File: config.mk
export PLATFORM = sky130hd
export DESIGN_NAME = mos6502s_interrupt_sequencer_flat
export DESIGN_NICKNAME = d
export VERILOG_FILES = /design/src/rtl/mos6502s_interrupt_sequencer_if.sv /design/src/rtl/mos6502s_interrupt_sequencer.sv /design/src/flat_wrapper.sv
export SDC_FILE = /design/constraint.sdc
export NUM_CORES = 1
export LEC_CHECK = 0
export CORE_ASPECT_RATIO = 1.25
export CORE_MARGIN = 5
export CORE_UTILIZATION = 29
export CTS_CLUSTER_DIAMETER = 120
export DETAILED_ROUTE_END_ITERATION = 8
export GPL_TIMING_DRIVEN = 1
export PLACE_DENSITY_LB_ADDON = 0.25
export SYNTH_ARGS = -nofsm -noshare
export SYNTH_HDL_FRONTEND = slang
export SYNTH_SLANG_ARGS = --single-unit
File: constraint.sdc
create_clock -name clk -period 1.5 [get_ports clk]
set_input_delay 0.225 -clock clk [delete_from_list [all_inputs] [get_ports clk]]
set_output_delay 0.225 -clock clk [all_outputs]
set_load 0.005 [all_outputs]
File: src/rtl/mos6502s_interrupt_sequencer_if.sv
// Bus bundle between the control side and the interrupt sequencer.
// Carries the request/status inputs, the captured PC/SP/P values and the
// memory/stack/PC load outputs. The master modport is the driver (control
// unit / memory model); the slave modport is the sequencer itself.
interface mos6502s_interrupt_sequencer_if;
  logic        boundary;
  logic        brk_req;
  logic        irq_n;
  logic        nmi_n;
  logic        i_flag;
  logic [15:0] pc_in;
  logic [7:0]  sp_in;
  logic [7:0]  p_in;
  logic [7:0]  mem_rdata;
  logic [15:0] addr;
  logic [7:0]  wdata;
  logic        we;
  logic [7:0]  sp_out;
  logic        sp_load;
  logic        set_i;
  logic [15:0] pc_out;
  logic        pc_load;
  logic        busy;
  logic        done;
  logic [1:0]  kind;

  modport master (
    output boundary, brk_req, irq_n, nmi_n, i_flag, pc_in, sp_in, p_in, mem_rdata,
    input  addr, wdata, we, sp_out, sp_load, set_i, pc_out, pc_load, busy, done, kind
  );

  modport slave (
    input  boundary, brk_req, irq_n, nmi_n, i_flag, pc_in, sp_in, p_in, mem_rdata,
    output addr, wdata, we, sp_out, sp_load, set_i, pc_out, pc_load, busy, done, kind
  );
endinterface

File: src/rtl/mos6502s_interrupt_sequencer.sv
// Purpose: pushes PCH, PCL, P for BRK/IRQ/NMI, then fetches the handler vector.
// Latency: request at a boundary in cycle 0, pushes in cycles 1-3, vector reads 4-5, done in 6.
// Backpressure: none; boundary is ignored while busy, a new start is allowed in the done cycle.
//
// Ports: clk, rst (async, active high) plus the slave side of
// mos6502s_interrupt_sequencer_if: request inputs (boundary, brk_req, irq_n,
// nmi_n, i_flag), captured values (pc_in, sp_in, p_in), memory read data, and
// the memory address/write strobe, stack/PC load, set_i, busy/done/kind outputs.
// Optional feature: define MOS6502S_NMI_HIJACK_EN to let a pending NMI take
// over the vector fetch of a BRK/IRQ sequence.
module mos6502s_interrupt_sequencer #(
  parameter logic [7:0]  STACK_PAGE = 8'h01,
  parameter logic [15:0] VEC_NMI    = 16'hFFFA,
  parameter logic [15:0] VEC_IRQ    = 16'hFFFE
) (
  input  logic                            clk,
  input  logic                            rst,
  mos6502s_interrupt_sequencer_if.slave   bus
);

  typedef enum logic [2:0] {
    IDLE,
    PUSH_PCH,
    PUSH_PCL,
    PUSH_P,
    VEC_LO,
    VEC_HI
  } state_t;

  localparam logic [1:0] KIND_IDLE = 2'd0;
  localparam logic [1:0] KIND_BRK  = 2'd1;
  localparam logic [1:0] KIND_IRQ  = 2'd2;
  localparam logic [1:0] KIND_NMI  = 2'd3;

  state_t      state_q, state_d;
  logic [15:0] pc_q, pc_d;
  logic [7:0]  sp_q, sp_d;
  logic [7:0]  p_q, p_d;
  logic [1:0]  kind_q, kind_d;
  logic        vec_nmi_q, vec_nmi_d;
  logic [15:0] pc_out_q, pc_out_d;
  logic        done_q, done_d;
  logic        nmi_n_q;
  logic        nmi_pending_q, nmi_pending_d;

  logic        nmi_fall;
  logic        irq_req;
  logic        start;
  logic        use_nmi_vec;
  logic [15:0] vec_base;
  logic [7:0]  p_push;

  logic [15:0] addr_c;
  logic [7:0]  wdata_c;
  logic        we_c;
  logic        set_i_c;

  assign nmi_fall = nmi_n_q & ~bus.nmi_n;
  assign irq_req  = ~bus.irq_n & ~bus.i_flag;
  assign start    = (state_q == IDLE) & bus.boundary &
                    (bus.brk_req | nmi_pending_q | irq_req);

  // Vector choice is made while in PUSH_P and frozen into vec_nmi_q on the
  // edge into VEC_LO, so a later NMI edge cannot split the two vector reads.
`ifdef MOS6502S_NMI_HIJACK_EN
  assign use_nmi_vec = nmi_pending_q | (kind_q == KIND_NMI);
`else
  assign use_nmi_vec = (kind_q == KIND_NMI);
`endif

  assign vec_base = vec_nmi_q ? VEC_NMI : VEC_IRQ;

  // Unused bit 5 is forced to 1; B (bit 4) is 1 only for BRK, even if hijacked.
  assign p_push = ((p_q | 8'h20) & 8'hEF) | {3'b000, (kind_q == KIND_BRK), 4'b0000};

  always_comb begin
    state_d   = state_q;
    pc_d      = pc_q;
    sp_d      = sp_q;
    p_d       = p_q;
    kind_d    = kind_q;
    vec_nmi_d = vec_nmi_q;
    pc_out_d  = pc_out_q;
    done_d    = 1'b0;
    addr_c    = 16'h0000;
    wdata_c   = 8'h00;
    we_c      = 1'b0;
    set_i_c   = 1'b0;

    case (state_q)
      IDLE: begin
        if (start) begin
          state_d = PUSH_PCH;
          pc_d    = bus.pc_in;
          sp_d    = bus.sp_in;
          p_d     = bus.p_in;
          if (bus.brk_req)    kind_d = KIND_BRK;
          else if (nmi_pending_q) kind_d = KIND_NMI;
          else                kind_d = KIND_IRQ;
        end
      end
      PUSH_PCH: begin
        addr_c  = {STACK_PAGE, sp_q};
        wdata_c = pc_q[15:8];
        we_c    = 1'b1;
        sp_d    = sp_q - 8'd1;
        state_d = PUSH_PCL;
      end
      PUSH_PCL: begin
        addr_c  = {STACK_PAGE, sp_q};
        wdata_c = pc_q[7:0];
        we_c    = 1'b1;
        sp_d    = sp_q - 8'd1;
        state_d = PUSH_P;
      end
      PUSH_P: begin
        addr_c    = {STACK_PAGE, sp_q};
        wdata_c   = p_push;
        we_c      = 1'b1;
        set_i_c   = 1'b1;
        sp_d      = sp_q - 8'd1;
        vec_nmi_d = use_nmi_vec;
        state_d   = VEC_LO;
      end
      VEC_LO: begin
        addr_c         = vec_base;
        pc_out_d[7:0]  = bus.mem_rdata;
        state_d        = VEC_HI;
      end
      VEC_HI: begin
        addr_c         = vec_base + 16'd1;
        pc_out_d[15:8] = bus.mem_rdata;
        done_d         = 1'b1;
        kind_d         = KIND_IDLE;
        state_d        = IDLE;
      end
      default: begin
        state_d = IDLE;
        kind_d  = KIND_IDLE;
      end
    endcase
  end

  // Pending is consumed on the edge into VEC_LO when the NMI vector is used;
  // a fresh falling edge on that same edge wins so it is never lost.
  always_comb begin
    nmi_pending_d = nmi_pending_q;
    if ((state_q == PUSH_P) && use_nmi_vec) nmi_pending_d = 1'b0;
    if (nmi_fall) nmi_pending_d = 1'b1;
  end

  always_ff @(posedge clk or posedge rst) begin
    if (rst) begin
      state_q       <= IDLE;
      pc_q          <= 16'h0000;
      sp_q          <= 8'h00;
      p_q           <= 8'h00;
      kind_q        <= KIND_IDLE;
      vec_nmi_q     <= 1'b0;
      pc_out_q      <= 16'h0000;
      done_q        <= 1'b0;
      nmi_n_q       <= 1'b1;
      nmi_pending_q <= 1'b0;
    end else begin
      state_q       <= state_d;
      pc_q          <= pc_d;
      sp_q          <= sp_d;
      p_q           <= p_d;
      kind_q        <= kind_d;
      vec_nmi_q     <= vec_nmi_d;
      pc_out_q      <= pc_out_d;
      done_q        <= done_d;
      nmi_n_q       <= bus.nmi_n;
      nmi_pending_q <= nmi_pending_d;
    end
  end

  assign bus.addr    = addr_c;
  assign bus.wdata   = wdata_c;
  assign bus.we      = we_c;
  assign bus.set_i   = set_i_c;
  assign bus.sp_out  = sp_q;
  assign bus.sp_load = done_q;
  assign bus.pc_out  = pc_out_q;
  assign bus.pc_load = done_q;
  assign bus.done    = done_q;
  assign bus.busy    = (state_q != IDLE);
  assign bus.kind    = kind_q;

endmodule

File: src/flat_wrapper.sv
// flat-port wrapper written by rule: the top's interface ports become plain ports
module mos6502s_interrupt_sequencer_flat 
#(
  parameter logic [7:0]  STACK_PAGE = 8'h01,
  parameter logic [15:0] VEC_NMI    = 16'hFFFA,
  parameter logic [15:0] VEC_IRQ    = 16'hFFFE
)
  (clk, rst, bus_boundary, bus_brk_req, bus_irq_n, bus_nmi_n, bus_i_flag, bus_pc_in, bus_sp_in, bus_p_in, bus_mem_rdata, bus_addr, bus_wdata, bus_we, bus_sp_out, bus_sp_load, bus_set_i, bus_pc_out, bus_pc_load, bus_busy, bus_done, bus_kind);
  mos6502s_interrupt_sequencer_if bus_i ();
  input  logic clk;
  input  logic rst;
  input wire logic [$bits(bus_i.boundary)-1:0] bus_boundary;
  input wire logic [$bits(bus_i.brk_req)-1:0] bus_brk_req;
  input wire logic [$bits(bus_i.irq_n)-1:0] bus_irq_n;
  input wire logic [$bits(bus_i.nmi_n)-1:0] bus_nmi_n;
  input wire logic [$bits(bus_i.i_flag)-1:0] bus_i_flag;
  input wire logic [$bits(bus_i.pc_in)-1:0] bus_pc_in;
  input wire logic [$bits(bus_i.sp_in)-1:0] bus_sp_in;
  input wire logic [$bits(bus_i.p_in)-1:0] bus_p_in;
  input wire logic [$bits(bus_i.mem_rdata)-1:0] bus_mem_rdata;
  output wire logic [$bits(bus_i.addr)-1:0] bus_addr;
  output wire logic [$bits(bus_i.wdata)-1:0] bus_wdata;
  output wire logic [$bits(bus_i.we)-1:0] bus_we;
  output wire logic [$bits(bus_i.sp_out)-1:0] bus_sp_out;
  output wire logic [$bits(bus_i.sp_load)-1:0] bus_sp_load;
  output wire logic [$bits(bus_i.set_i)-1:0] bus_set_i;
  output wire logic [$bits(bus_i.pc_out)-1:0] bus_pc_out;
  output wire logic [$bits(bus_i.pc_load)-1:0] bus_pc_load;
  output wire logic [$bits(bus_i.busy)-1:0] bus_busy;
  output wire logic [$bits(bus_i.done)-1:0] bus_done;
  output wire logic [$bits(bus_i.kind)-1:0] bus_kind;
  assign bus_i.boundary = bus_boundary;
  assign bus_i.brk_req = bus_brk_req;
  assign bus_i.irq_n = bus_irq_n;
  assign bus_i.nmi_n = bus_nmi_n;
  assign bus_i.i_flag = bus_i_flag;
  assign bus_i.pc_in = bus_pc_in;
  assign bus_i.sp_in = bus_sp_in;
  assign bus_i.p_in = bus_p_in;
  assign bus_i.mem_rdata = bus_mem_rdata;
  assign bus_addr = bus_i.addr;
  assign bus_wdata = bus_i.wdata;
  assign bus_we = bus_i.we;
  assign bus_sp_out = bus_i.sp_out;
  assign bus_sp_load = bus_i.sp_load;
  assign bus_set_i = bus_i.set_i;
  assign bus_pc_out = bus_i.pc_out;
  assign bus_pc_load = bus_i.pc_load;
  assign bus_busy = bus_i.busy;
  assign bus_done = bus_i.done;
  assign bus_kind = bus_i.kind;
  mos6502s_interrupt_sequencer #(.STACK_PAGE(STACK_PAGE), .VEC_NMI(VEC_NMI), .VEC_IRQ(VEC_IRQ)) u_core (.clk(clk), .rst(rst), .bus(bus_i));
endmodule
# [Yosys cells after proc, flatten, opt, wreduce, memory -nomap -nowiden]
# Index checks and enable logic that the tools add are counted.
[totals] register_bits=57 inputBits=47
[classes] mux=16 n_bitwise=11 n_reduce_logical=10 n_addsub=2 eq_ne=8
[op_table] cell="one-hot mux 16 bit (3 select lines)" count=1
[op_table] cell="one-hot mux 8 bit (3 select lines)" count=1
[op_table] cell="adder 16 x 1 -> 16 bit (second input constant)" count=1
[op_table] cell="one-hot mux 8 bit (2 select lines)" count=1
[op_table] cell="one-hot mux 3 bit (5 select lines)" count=1
[op_table] cell="2-to-1 mux 8 bit" count=1
[op_table] cell="bitwise OR 8 x 5 -> 8 bit" count=1
[op_table] cell="subtractor 8 x 1 -> 8 bit (second input constant)" count=1
[op_table] cell="== test 3 x 2 -> 1 bit (second input constant)" count=2
[op_table] cell="== test 3 bit (second input constant)" count=2
[op_table] cell="2-to-1 mux 1 bit" count=6
[op_table] cell="2-to-1 mux 3 bit" count=2
[op_table] cell="AND reduction 2 bit" count=3
[op_table] cell="bitwise AND 1 bit" count=4
[op_table] cell="2-to-1 mux 2 bit" count=2
[op_table] cell="inverter 1 bit" count=4
[op_table] cell="one-hot mux 2 bit (2 select lines)" count=1
[op_table] cell="nonzero test 2 bit" count=2
[op_table] cell="OR reduction 4 bit" count=1
[op_table] cell="== test 3 x 1 -> 1 bit (second input constant)" count=1
[op_table] cell="zero test 3 bit" count=1
[op_table] cell="nonzero test 3 bit" count=1
[op_table] cell="OR reduction 3 bit" count=1
[op_table] cell="== test 2 x 1 -> 1 bit (second input constant)" count=1
[op_table] cell="other kinds (4)" count=5

# [Depth between registers and ports, before layout]
[logic_depth] word_depth=6 ltp_mapped=7 depth_no_buf=6

# [Worst setup path after synthesis]
# Ideal clock, no wire load.
[synth_timing] kind="register to register" start="register u_core.state_q[1]" end="register u_core.pc_out_q[10] (netlist: u_core.bus.pc_out[10])" synth_period_minus_slack_ns=1.536 path_slack_ns=-0.036 path_buffers=2 path_stages_with_launch=7 arrival_ns=1.411 cell_sequence="dfrtp_1 -> buf_4 -> nand2b_1 -> buf_2 -> inv_1 -> nand2_2 -> mux2_2"
[synth_between] elab_chain_len=1
[synth_lines] element="start: declaration" line_no="mos6502s_interrupt_sequencer.sv:35" source="state_t state_q, state_d;"
[synth_lines] element="start signal: assignment" line_no="mos6502s_interrupt_sequencer.sv:165" source="state_q <= state_d;"
[synth_lines] element="== test 3 bit" line_no="mos6502s_interrupt_sequencer.sv:90" source="case (state_q)"
[synth_lines] element="end signal: assignment" line_no="mos6502s_interrupt_sequencer.sv:171" source="pc_out_q <= pc_out_d;"
[synth_lines] element="end: declaration" line_no="mos6502s_interrupt_sequencer.sv:41" source="logic [15:0] pc_out_q, pc_out_d;"
# No other way between the ends.
# A chain may end at the register's enable or synchronous reset.

# [Worst setup path after layout]
[layout_timing] start="register u_core.state_q[1]" end="output port bus_wdata[6]"
[layout_between] elab_chain_len=2 elab_cells_between_ends=4 cone_classes="3 x eq/ne; 1 x mux"
[layout_lines] element="== test 3 x 2 -> 1 bit or == test 3 x 1 -> 1 bit (tied branches)" line_no="mos6502s_interrupt_sequencer.sv:90"
[layout_lines] element="one-hot mux 8 bit (3 select lines) *" line_no="mos6502s_interrupt_sequencer.sv:90"
[layout_lines] element="end: declaration" line_no="flat_wrapper.sv:22" source="output wire logic [$bits(bus_i.wdata)-1:0] bus_wdata;"
# Every way passes the cells marked *; elsewhere a longest branch is shown, timed or not.

==> impl_metrics.env <==
export IMPL_switching_share_pct=33.07
export IMPL_grt_pass1_vias=2528
export IMPL_grt_pass1_wl_mm=12.94
export IMPL_p_clk_share_pct=11.1
export IMPL_fmax_mhz=555.2
export IMPL_wl_per_cell_um=15.32
export IMPL_drv_slew=0
export IMPL_netlist_cell_type_count=50
export IMPL_cts_root_buf="clkbuf_16"
export IMPL_end_kind="output pin"
export IMPL_crit_path_max_fanout=4
export IMPL_internal_power_w=0.007263
export IMPL_rows=39
export IMPL_port_buffers=100
export IMPL_cts_buffers_inserted=5
export IMPL_nets=445
export IMPL_synth_edf_count=0
export IMPL_n_antenna_cell=0
export IMPL_grt_use_total_pct=13.65
export IMPL_worst_pin_slew_ns=0.5579
export IMPL_wirelength_mm=7.980
export IMPL_worstSkewPairLatency_ns=0.29
export IMPL_rsz0062_at_grt="true"
export IMPL_fin_crit_sh_pct=120.1
export IMPL_place_congestion=0.7712
export IMPL_n_fill_cell=774
export IMPL_drt_iter0_markers=48
export IMPL_die_h_um=118.8
export IMPL_syn_mean_instance_area_um2=12.14
export IMPL_dieWidth_um=97
export IMPL_cts_htree_levels=2
export IMPL_cts_buffer_depth=2
export IMPL_antenna_found_initial=0
export IMPL_min_path_type="in -> async"
export IMPL_power_w=0.01085
export IMPL_path_clk_slew_ns=0.07
export IMPL_ys_seq_area_share_pct=50.21
export IMPL_start_kind="flip-flop"
export IMPL_vdd_drop_max_mv=0.9091
export IMPL_synthFlopType="dfrtp_1"
export IMPL_clock_skew_final_ns=0.007189
export IMPL_cts_tree="built"
export IMPL_cp_arrival_ns=1.58
export IMPL_synth_warnings=0
export IMPL_required_ns=1.27
export IMPL_drc=0
export IMPL_area_delta_synth_final_pct=81.90
export IMPL_hold_violations=0
export IMPL_vias_per_cell=4.463
export IMPL_fin_ws_ns=-0.3011
export IMPL_start_util_pct=29.75
export IMPL_p_leak_nw=2.358
export IMPL_p_switching_w=0.003589
export IMPL_core_um2=9223
export IMPL_slew_headroom_pct=62.72
export IMPL_first_pass_iters=4
export IMPL_synth_nets=274
export IMPL_place_inst=473
export IMPL_grt_overflow_total=0
export IMPL_period_minus_slack_ns=1.801
export IMPL_status="complete, but fails checks"
export IMPL_design_die_area_um2=11520
export IMPL_cap_viol_max_count=0
export IMPL_cts_sinks=55
export IMPL_drive_above_1_share_pct=56.53
export IMPL_critPathKind="reg -> out"
export IMPL_setup_violations=72
export IMPL_ys_async_sr_fraction_pct=100.0
export IMPL_p_seq_share_pct=25.3
export IMPL_ant_nets=0
export IMPL_powerDensity_nw_per_um2=2174
export IMPL_violations="setup timing"
export IMPL_place_ws_ns=-0.3896
export IMPL_ys_ff_latch=55
export IMPL_p_comb_share_pct=63.6
export IMPL_hpwl_mm=5.293
export IMPL_num_io_pins=103
export IMPL_synth_area_um2=2744
export IMPL_holdWs_ns=0.3564
export IMPL_grt_max_degree=56
export IMPL_layoutNonFillerInstCount=521
export IMPL_netlist_instances=226
export IMPL_vias=2325
export IMPL_finalCoreUtilization_pct=54.12
metal layers:
metal / vias up / global-route usage [%] / wire length, um
met4: 0 / 3.600 / 106
met3: 9 / 3.300 / 373
met2: 66 / 24.14 / 4206
li1: 1118 / - / -
met5: - / 0 / 0
met1: 1132 / 16.56 / 3293
timing repair:
action,in CTS,in global routing
pin swaps,29,20
setup buffers,32,14
endpoints found under the hold margin,0,0
resized for setup,201,57
hold buffers,0,0
endpoints found under the setup margin,81,78
gates cloned,4,0
per-stage QoR:
stage	instance area, um2	TNS [ns]
3_3_place_gp	4133	-21.12
4_1_cts	4796	-14.00
5_1_grt	4991	-17.75
6_report	4991	-13.27
3_5_place_dp	4133	-21.59
2_1_floorplan	2748	0
cell usage after synthesis (2+ instances only):
master    instances  area (um2)
dfrtp_1          54        1351
mux2_2           25       281.5
nand2_1          20       75.07
mux2_4           19       285.3
nor2_1           17       63.81
inv_1            11       41.29
buf_4            10       75.07
a22oi_1           6       45.04
buf_6             5       56.30
o21ai_0           5       25.02
a21oi_1           4       20.02
buf_2             3       15.01
clkbuf_1          3       11.26
nand3_1           3       15.01
or2_2             3       18.77
nor3b_1           2       15.01
o221ai_1          2       17.52
o31a_1            2       17.52
worst paths after layout:
path	startpoint	to	slack [ns]	cells past startpoint
worst max-delay path	u_core.state_q[1]$_DFFE_PP0P_	bus_wdata[6]	-0.30	6
worst min-delay path	rst	u_core.bus.pc_out[1]$_DFFE_PP0N_	0.36	3
worst max register to register	u_core.state_q[0]$_DFFE_PP0P_	u_core.bus.sp_out[2]$_DFFE_PP0P_	-0.30	7
worst min register to register	u_core.bus.pc_out[14]$_DFFE_PP0N_	u_core.bus.pc_out[14]$_DFFE_PP0N_	0.51	1
max in group asynchronous	rst	u_core.nmi_n_q$_DFF_PP1_	0.86	3
min in group clk	bus_nmi_n	u_core.nmi_n_q$_DFF_PP1_	0.37	1
critical path, stage by stage, from the launching register on:
cell and delay (ns):
dfrtp_2 0.44, buf_4 0.14, buf_6 0.11, mux2_4 0.29, a22oi_2 0.11, nor2_1 0.06, buf_2 0.12
final cells by class:
cell class	count	area, um2	share of cell area [%]
Clock inverter	2	16.27	0.3259
Tap cell	123	153.9	3.083
Inverter	12	56.30	1.128
Clock buffer	6	138.9	2.783
Sequential cell	55	1385	27.75
Multi-Input combinational cell	139	1475	29.56
Timing Repair Buffer	184	1765	35.37
power by group through the flow:
| stage | sequential [W] | combinational, W | clock (W) |
|---|---|---|---|
| 2_1_floorplan | 0.00264 | 0.00256 | 0 |
| 3_3_place_gp | 0.00266 | 0.00519 | 0 |
| 3_5_place_dp | 0.00268 | 0.00523 | 0 |
| 4_1_cts | 0.00269 | 0.00639 | 0.00124 |
| 5_1_grt | 0.00283 | 0.00742 | 0.00130 |
| 6_report | 0.00275 | 0.00690 | 0.00120 |
cells in the final DEF (no fill, tap or decap), types with 6 or more instances in the layout:
master           Yosys  final
mux2_2              25     10
buf_2                3     15
clkdlybuf4s50_1      0     67
dfrtp_2              0      6
nand2_2              1      6
mux2_4              19     34
nor2_1              17     12
dfrtp_1             54     48
inv_1               11      9
buf_6                5     44
nand2_4              0      7
buf_4               10     45
nand2_1             20      8
state kept, by name, indices dropped and copies added, names as in the netlist:
register / count
u_core.bus.done: 1
u_core.bus.sp_out: 8
u_core.p_q: 6
u_core.state_q: 3
u_core.bus.kind: 2
u_core.pc_q: 16
u_core.vec_nmi_q: 1
u_core.nmi_n_q: 1
u_core.nmi_pending_q: 1
u_core.bus.pc_out: 16
kinds of logic (layout without fill, tap and decap cells):
logic type | count (synthesis) | after routing | share of synthesized area (%)
flops | 55 | 55 | 50.21
simple gates | 55 | 56 | 9.531
mux | 45 | 45 | 21.02
compound gates | 35 | 35 | 10.76
buf+inv | 33 | 204 | 7.387
xor+xnor | 2 | 2 | 0.6385
fa+ha+maj | 1 | 1 | 0.4559
(Power assumes the default switching activity.)
